===== src/rtl/pipe_hazard_ctrl.sv =====
// Hazard/forwarding controller for a 5-stage pipeline. It keeps shadow copies of the
// EX/MEM/WB destinations and decodes stall, flush, forward and bypass selects from them.
module pipe_hazard_ctrl #(
    parameter int REG_AW   = 5,
    parameter int FWD_EN   = 1,
    parameter int BR_STAGE = 3,
    parameter int CNT_W    = 16
) (
    input  logic              clk,
    input  logic              rst,
    input  logic              id_valid,
    input  logic [REG_AW-1:0] id_rs1,
    input  logic [REG_AW-1:0] id_rs2,
    input  logic              id_use_rs1,
    input  logic              id_use_rs2,
    input  logic [REG_AW-1:0] id_rd,
    input  logic              id_reg_write,
    input  logic              id_is_load,
    input  logic              redirect,
    output logic              stall_front,
    output logic              bubble_idex,
    output logic              flush_ifid,
    output logic              flush_idex,
    output logic              flush_exmem,
    output logic [1:0]        fwd_a,
    output logic [1:0]        fwd_b,
    output logic              id_byp_rs1,
    output logic              id_byp_rs2,
    output logic [CNT_W-1:0]  stall_cnt,
    output logic [CNT_W-1:0]  flush_cnt
);

    typedef struct packed {
        logic              valid;
        logic [REG_AW-1:0] rd;
        logic              we;
        logic              is_load;
    } stg_t;

    localparam logic [REG_AW-1:0] ZERO_REG = {REG_AW{1'b0}};
    localparam logic [CNT_W-1:0]  CNT_MAX  = {CNT_W{1'b1}};
    localparam logic [CNT_W-1:0]  CNT_ONE  = {{(CNT_W-1){1'b0}}, 1'b1};

    stg_t              ex_r, mem_r, wb_r;
    logic [REG_AW-1:0] ex_rs1_r, ex_rs2_r;
    logic              ex_use1_r, ex_use2_r;
    logic [CNT_W-1:0]  stall_cnt_r, flush_cnt_r;

    logic raw_ex_s, raw_mem_s, raw_wb_s, stall_s;
    logic stall_front_s, flush_exmem_s;
    logic [1:0] fwd_a_s, fwd_b_s;

    // x0 is hard-wired to zero, so it never creates a dependency.
    function automatic logic match_f(input stg_t s, input logic [REG_AW-1:0] r);
        return s.valid & s.we & (s.rd != ZERO_REG) & (s.rd == r);
    endfunction

    function automatic logic raw_f(input stg_t s, input logic v,
                                   input logic u1, input logic [REG_AW-1:0] r1,
                                   input logic u2, input logic [REG_AW-1:0] r2);
        return v & ((u1 & match_f(s, r1)) | (u2 & match_f(s, r2)));
    endfunction

    // The younger producer (MEM) holds the newer value, so it wins over WB.
    function automatic logic [1:0] fwd_f(input logic en, input logic [REG_AW-1:0] rs,
                                         input stg_t m, input stg_t w);
        logic [1:0] sel;
        sel = 2'b00;
        if (en) begin
            if (match_f(m, rs)) begin
                sel = 2'b01;
            end else if (match_f(w, rs)) begin
                sel = 2'b10;
            end else begin
                sel = 2'b00;
            end
        end else begin
            sel = 2'b00;
        end
        return sel;
    endfunction

    // Hazard detection and select decode from shadows plus the ID instruction.
    always_comb begin
        raw_ex_s  = raw_f(ex_r,  id_valid, id_use_rs1, id_rs1, id_use_rs2, id_rs2);
        raw_mem_s = raw_f(mem_r, id_valid, id_use_rs1, id_rs1, id_use_rs2, id_rs2);
        raw_wb_s  = raw_f(wb_r,  id_valid, id_use_rs1, id_rs1, id_use_rs2, id_rs2);
        if (FWD_EN != 0) begin
            stall_s = raw_ex_s & ex_r.is_load;
        end else begin
            stall_s = raw_ex_s | raw_mem_s | raw_wb_s;
        end
        stall_front_s = stall_s & ~redirect;
        if (BR_STAGE == 3) begin
            flush_exmem_s = redirect;
        end else begin
            flush_exmem_s = 1'b0;
        end
        fwd_a_s = fwd_f((FWD_EN != 0) & ex_r.valid & ex_use1_r, ex_rs1_r, mem_r, wb_r);
        fwd_b_s = fwd_f((FWD_EN != 0) & ex_r.valid & ex_use2_r, ex_rs2_r, mem_r, wb_r);
    end

    // Shadow pipeline advance and saturating performance counters.
    always_ff @(posedge clk) begin
        if (!rst) begin
            ex_r        <= '{valid: 1'b0, rd: ZERO_REG, we: 1'b0, is_load: 1'b0};
            mem_r       <= '{valid: 1'b0, rd: ZERO_REG, we: 1'b0, is_load: 1'b0};
            wb_r        <= '{valid: 1'b0, rd: ZERO_REG, we: 1'b0, is_load: 1'b0};
            ex_rs1_r    <= ZERO_REG;
            ex_rs2_r    <= ZERO_REG;
            ex_use1_r   <= 1'b0;
            ex_use2_r   <= 1'b0;
            stall_cnt_r <= {CNT_W{1'b0}};
            flush_cnt_r <= {CNT_W{1'b0}};
        end else begin
            wb_r <= mem_r;
            if (flush_exmem_s) begin
                mem_r <= '{valid: 1'b0, rd: ZERO_REG, we: 1'b0, is_load: 1'b0};
            end else begin
                mem_r <= ex_r;
            end
            if (stall_s || redirect) begin
                ex_r      <= '{valid: 1'b0, rd: ZERO_REG, we: 1'b0, is_load: 1'b0};
                ex_rs1_r  <= ZERO_REG;
                ex_rs2_r  <= ZERO_REG;
                ex_use1_r <= 1'b0;
                ex_use2_r <= 1'b0;
            end else begin
                ex_r      <= '{valid: id_valid, rd: id_rd, we: id_reg_write, is_load: id_is_load};
                ex_rs1_r  <= id_rs1;
                ex_rs2_r  <= id_rs2;
                ex_use1_r <= id_use_rs1;
                ex_use2_r <= id_use_rs2;
            end
            if (stall_front_s && (stall_cnt_r != CNT_MAX)) begin
                stall_cnt_r <= stall_cnt_r + CNT_ONE;
            end else begin
                stall_cnt_r <= stall_cnt_r;
            end
            if (redirect && (flush_cnt_r != CNT_MAX)) begin
                flush_cnt_r <= flush_cnt_r + CNT_ONE;
            end else begin
                flush_cnt_r <= flush_cnt_r;
            end
        end
    end

    assign stall_front = stall_front_s;
    assign bubble_idex = stall_front_s;
    assign flush_ifid  = redirect;
    assign flush_idex  = redirect;
    assign flush_exmem = flush_exmem_s;
    assign fwd_a       = fwd_a_s;
    assign fwd_b       = fwd_b_s;
    assign id_byp_rs1  = id_use_rs1 & match_f(wb_r, id_rs1);
    assign id_byp_rs2  = id_use_rs2 & match_f(wb_r, id_rs2);
    assign stall_cnt   = stall_cnt_r;
    assign flush_cnt   = flush_cnt_r;

endmodule


===== config.mk =====
export PLATFORM = sky130hd
export DESIGN_NAME = pipe_hazard_ctrl
export DESIGN_NICKNAME = d
export VERILOG_FILES = /design/src/rtl/pipe_hazard_ctrl.sv
export SDC_FILE = /design/constraint.sdc
export NUM_CORES = 1
export LEC_CHECK = 0
export BUFFER_PORTS_ARGS = -buffer_cell sky130_fd_sc_hd__buf_2
export CORE_ASPECT_RATIO = 0.75
export CORE_UTILIZATION = 50
export CTS_CLUSTER_DIAMETER = 150
export DETAILED_ROUTE_END_ITERATION = 7
export GPL_TIMING_DRIVEN = 0
export HOLD_SLACK_MARGIN = 0.02
export MAX_ROUTING_LAYER = met4
export PLACE_DENSITY = 0.74
export SLEW_MARGIN = 25
export SYNTH_ARGS = -nofsm -noshare
export SYNTH_HDL_FRONTEND = slang
export SYNTH_SLANG_ARGS = --single-unit
export TNS_END_PERCENT = 50

===== constraint.sdc =====
create_clock -name clk -period 2.2 [get_ports clk]
set_clock_uncertainty 0.05 [all_clocks]
set_input_delay 0.44 -clock clk [delete_from_list [all_inputs] [get_ports clk]]
set_output_delay 0.44 -clock clk [all_outputs]
set_load 0.01 [all_outputs]

==> out/summary.txt, run 1 <==
largest family of logic cells by synthesized area - simple AND/OR/NAND/NOR gates
Synth top area share - 42.9%
initial antenna violation count - 0
hold path depth - 2
Post-Synthesis Cells - 340
YS warnings - 0
Setup TNS - -1140 ps
synthesized area - 0.00308 mm2
WP data required - 1710 ps
H-Tree Depth - 3
drt total wl - 7.84 mm
min-delay src - id_rd[2]
P&R area growth vs syn - 29.3%
CTS tree - built
Synth Area in Adders - 0.813%
Inserted Clock Buffers - 9
failing checks - setup timing
post-synthesis xor/xnor area fraction - 14.2%
RSZ-0062 raised after global routing - true
drt pass-1 iters - 4
Async S/R FF share, synth - 0%
via count - 2,825
worst-path cell chain - or4_1, o211ai_1, buf_4, nor4_2, nor3_1, buf_2
cell accounting for the most synthesized area - dfxtp_1
Buf/Inv on CP - 2
Tmin final - 2430 ps
hpwl dp - 5.46 mm
cts hold-fix bufs - 0
vias in the first global route - 2,569
io pins - 66
WP data arrival - 1940 ps
via/cell ratio - 5.59
row cnt - 24
startpoint types - flip-flop
Final Cell Area - 0.00398 mm2
Synth area leaders - dfxtp_1 (43%), xnor2_1 (7.7%), and2_1 (7.1%), xor2_1 (6.5%), or4_1 (2.7%)
Worst VDD drop - 0.434 mV
number of synthesized flops with an enable pin - 0
R2R depth - 7
Final setup viols - 8
first-pass GRT wire length - 12.8 mm
critical path class - flip-flop to primary output
LEAKAGE - 1.63 nW
mean post-synth cell area - 9.05 um2
final layout net count - 447
Clk Latency, worst-skew pair - 340 ps
# diodes - 0
ANT nets after route - 0
die area - 0.00648 mm2
number of distinct library cells after synthesis - 42
final period utilization - 111%
Routability Congestion - 0.908
CTS Buffer Depth - 2
CP top delay family - simple AND/OR/NAND/NOR gates
Port-buffer cells - 65
Critical Path Sink Type - primary output
Crit Path Max Fanout - 2
Slew @ Worst Pin - 549 ps
die height - 70.0 um
DP Area - 0.00352 mm2
core area - 0.00589 mm2
Hold Vio Cnt, Final - 0
Post-synth top flop - dfxtp_1
Initial DRC Count - 257
All-Layer GR Usage - 26.1%
Setup WS post-layout - -233 ps
mux cell area share after synthesis - 1.30%
Slew HR - 63.1%
Seq cells post-synth - 66
Hold Path End - ex_r[4]
root buffer cell - clkbuf_8
fraction of layout instances using a drive strength above 1 - 29.7%
R2R Setup Slk - 60 ps
post-synthesis sequential area ratio - 42.9%
largest net degree at the start of global routing - 13
worst reg2reg path startpoint - ex_r[3]
Post-route DRC - 0
Crit path largest cell delay - 520 ps
fin util - 67.6%
CP max stage cell - or4_1
drt wl/cell - 15.5 um
complex-gate fraction of the synthesized area - 9.39%
outcome - finished, violations left
clock-pin slew on the worst setup and hold paths - 70 ps
simple-gate share of the synthesized area - 27.4%
Power Density - 700 mW/mm2
Syn Nets - 365
effective utilization at floorplan - 52.3%
clock net sink count - 66
maximum clock frequency - 0.411 GHz
MaxCap Viol Count - 0
Hold WC Path Type - input port to flip-flop
GRT overflow - 0
Die X - 92.6 um
count of pins over their slew limit - 0
worst reg2reg endpoint - stall_cnt[7]
power by group:
part           internal, mW  switching [mW]
clock network         0.902           0.474
logic                0.0778          0.0935
registers              1.21          0.0258
total                  2.19           0.593
worst max-delay path by stage:
stage	from	endpoint	cells after the start	slack, ps
after floorplan	id_rs1[0]	stall_front	7	20
after global placement	id_rs2[4]	stall_front	9	-430
after detailed placement	id_rs2[4]	stall_front	9	-460
after CTS	ex_r[4]	stall_front	8	-300
after global routing	mem_r[6]	fwd_b[1]	6	-290
final	mem_r[6]	fwd_b[1]	6	-230
flip-flops by register name, indices dropped and copies added (netlist names):
register and flops:
flush_cnt 16, wb_r 7, ex_use1_r 1, ex_use2_r 1
mem_r 7, ex_rs2_r 5, ex_rs1_r 5, stall_cnt 16
ex_r 8
stage by stage:
| stage | hold slack (ps) | worst slack [ps] | power, mW | cells |
|---|---|---|---|---|
| 3_5_place_dp | 400 | -457 | 1.42 | 483 |
| 5_1_grt | 225 | -287 | 2.87 | 505 |
| 4_1_cts | 227 | -295 | 2.79 | 504 |
| 6_report | 241 | -233 | 2.78 | 505 |
| 3_3_place_gp | 389 | -431 | 1.42 | 483 |
| 2_1_floorplan | 380 | 23.4 | 1.35 | 340 |
placed cells by master, fill, tap and decap left out, drive strengths merged, types with 13 or more instances in the layout:
cell type,Yosys,final
a21oi,15,15
and2,35,35
buf,8,84
clkbuf,12,17
dfxtp,66,66
nand2,13,13
nand3,13,13
nand4,13,13
nor2,20,20
nor3,14,14
xnor2,27,27
xor2,23,23
layout make-up:
cell class / instances / area (um2)
buffer: 15 / 91.3
fill: 469 / 1910
tap: 78 / 97.6
inverter: 6 / 22.5
clock buffer: 10 / 138
clock inverter: 6 / 138
timing repair buffer: 76 / 414
sequential: 66 / 1350
multi-input combinational: 248 / 1730
cells in the mapped netlist, drive strengths merged (3+ instances only):
cell     n
a211oi   4
a21oi   15
and2    35
and3     4
buf      8
clkbuf  12
dfxtp   66
inv      6
mux2i    4
nand2   13
nand2b   3
nand3   13
nand4   13
nor2    20
nor3    14
nor4     8
o211ai   3
o21ai    6
o31ai    9
or3      4
or4     11
xnor2   27
xor2    23
what timing repair did:
action	4_1_cts	5_1_grt
resized for setup	25	13
pin swaps	15	6
buffers inserted	9	2
endpoints found under the setup margin	9	22
cell families after synthesis:
group           after synthesis
buf+inv                      26
fa+ha+maj                     2
simple gates                148
flops                        66
mux                           4
compound gates               44
xor+xnor                     50
per-layer routing:
metal  vias up  GRT usage (%)  wire (um)
li1       1368              -          -
met4         0           6.77        117
met5         -              -          0
met3        16           6.10        521
met2       101           38.7       3540
met1      1340           35.7       3660
Note: power is estimated with default switching activity, not from simulation.
==> run 2: changes to the inputs <==
--- a/config.mk
+++ b/config.mk
@@ -5,6 +5,7 @@
 export SDC_FILE = /design/constraint.sdc
 export NUM_CORES = 1
 export LEC_CHECK = 0
+export ABC_AREA = 1
 export BUFFER_PORTS_ARGS = -buffer_cell sky130_fd_sc_hd__buf_2
 export CORE_ASPECT_RATIO = 0.75
 export CORE_UTILIZATION = 50
@@ -13,7 +14,7 @@
 export GPL_TIMING_DRIVEN = 0
 export HOLD_SLACK_MARGIN = 0.02
 export MAX_ROUTING_LAYER = met4
-export PLACE_DENSITY = 0.74
+export PLACE_DENSITY = 0.73
 export SLEW_MARGIN = 25
 export SYNTH_ARGS = -nofsm -noshare
 export SYNTH_HDL_FRONTEND = slang
==> out/summary.txt, run 2 <==
outcome - finished, final reports clean
vias in the first global route - 2,892
via count - 3,220
LEAKAGE - 1.94 nW
placed cells - 641
Crit Path Max Fanout - 7
number of synthesized flops with an enable pin - 0
first-pass GRT wire length - 13.1 mm
hpwl dp - 6.16 mm
CTS Buffer Depth - 2
drt wl/cell - 12.1 um
worst slack, placed - -9.26 ps
cell accounting for the most synthesized area - dfxtp_1
count of pins over their slew limit - 0
Hold WC Path Type - input port to flip-flop
GRT overflow - 0
Routability Congestion - 1.00
gr busiest metal - met2
GR met1 Demand/Resource - 33.8%
Clk Latency, worst-skew pair - 340 ps
R2R Setup Slk - 380 ps
RSZ-0062 raised after global routing - true
CTS tree - built
Port-buffer cells - 65
synthesized area - 0.00338 mm2
drt pass-1 iters - 4
Async S/R FF share, synth - 0%
Post-synth top flop - dfxtp_1
fraction of layout instances using a drive strength above 1 - 26.7%
clock net sink count - 66
via/cell ratio - 4.90
core area - 0.00641 mm2
Die X - 97.0 um
critical path class - flip-flop to primary output
commonest non-fill, non-tap cell in the layout - nand2_1
All-Layer GR Usage - 24.2%
MaxCap Viol Count - 0
H-Tree Depth - 3
commonest non-fill, non-tap cells in the layout - nand2_1 (120), nor2_1 (76), buf_2 (69)
Syn Nets - 520
P&R area growth vs syn - 21.3%
mean post-synth cell area - 6.83 um2
Post-route DRC - 0
final layout net count - 596
Final setup viols - 0
YS warnings - 0
Seq cells post-synth - 66
drt total wl - 7.94 mm
largest net degree at the start of global routing - 13
row cnt - 25
worst hold margin - 251 ps
maximum clock frequency - 0.471 GHz
Synth top area share - 39.1%
fin util - 64.0%
ANT nets after route - 0
Post-Synthesis Cells - 495
Slew HR - 66.8%
Synth area leaders - dfxtp_1 (39%), nand2_1 (13%), nor2_1 (8.4%), inv_1 (7.0%), xnor2_1 (4.1%)
Setup TNS - 0 ps
count leader, synth - nand2_1
Worst VDD drop - 0.395 mV
die height - 73.2 um
Post-synth top cells - nand2_1 (120), nor2_1 (76), dfxtp_1 (66)
GRT met2 Usage - 35.7%
Slew @ Worst Pin - 498 ps
initial antenna violation count - 0
Inserted Clock Buffers - 9
effective utilization at floorplan - 52.8%
io pins - 66
# diodes - 0
WP data arrival - 1640 ps
WP data required - 1710 ps
Initial DRC Count - 117
Critical Path Sink Type - primary output
root buffer cell - clkbuf_8
startpoint types - flip-flop
clock-pin slew on the worst setup and hold paths - 70 ps
Power Density - 597 mW/mm2
post-synthesis sequential area ratio - 39.1%
die area - 0.00710 mm2
Hold Vio Cnt, Final - 0
Setup WS post-layout - 75.0 ps
met3 Resource Use GR - 5.46%
final period utilization - 96.6%
Non-Filler Instances - 657
number of distinct library cells after synthesis - 32
Tmin final - 2130 ps
## run 2: changes by cell type after synthesis, moves of 11 or more
cell	before	now
nand2_1	13	120
inv_1	6	63
nor2_1	20	76
and2_1	35	0
or4_1	11	0
xnor2_1	27	16
## run 2: per-stage QoR
step,total power [mW],area (um2)
4_1_cts,2.46,4020
3_3_place_gp,1.44,3810
6_report,2.45,4100
3_5_place_dp,1.44,3810
2_1_floorplan,1.37,3380
5_1_grt,2.55,4100
## run 2: routing by layer
metal	vias up	wire [um]
li1	1685	-
met1	1458	4120
met2	70	3340
met3	7	401
met4	0	72
met5	-	0
## run 2: timing repair
action	in CTS	in global routing
gates resized for setup	9	17
buffers inserted	0	4
pin swaps	0	2
hold buffers	0	0
setup endpoints to repair	5	6
## run 2: layout make-up
cell class | instances | area, um2
Tap cell | 81 | 101
Sequential cell | 66 | 1340
Clock buffer | 10 | 138
Fill cell | 588 | 2310
Inverter | 73 | 274
Clock inverter | 6 | 66.3
Buffer | 12 | 83.8
Multi-Input combinational cell | 340 | 1750
Timing Repair Buffer | 69 | 355
## run 2: worst max-delay path, cell delays in order (launching register included)
cell and delay, ps:
dfxtp_2 400, inv_1 100, nand3_1 120, nand3_2 130, a2111oi_2 340, buf_2 200
## run 2: power breakdown
part | switching (mW) | internal (mW) | total, mW
sequential | 0.0214 | 1.22 | 1.24
combinational | 0.112 | 0.0828 | 0.194
clock | 0.466 | 0.553 | 1.02
## run 2: cells by family (layout without fill, tap and decap cells)
| group | after synthesis | after routing | share of synthesized area (%) |
|---|---|---|---|
| flip-flops | 66 | 66 | 39.1 |
| XOR/XNOR | 29 | 29 | 7.51 |
| buffers and inverters | 89 | 170 | 11.0 |
| AND/OR/NAND/NOR | 266 | 266 | 34.7 |
| AO/OA/AOI/OAI | 43 | 43 | 7.03 |
| adder cells (fa/ha/maj) | 2 | 2 | 0.740 |
## run 2: path summary, 6_finish.rpt
check,startpoint,to,cells after the start
hold / removal,id_rd[1],ex_r[3],3
setup / recovery,wb_r[2],id_byp_rs1,5
hold reg to reg,mem_r[7],wb_r[7],2
setup reg to reg,flush_cnt[1],flush_cnt[10],8
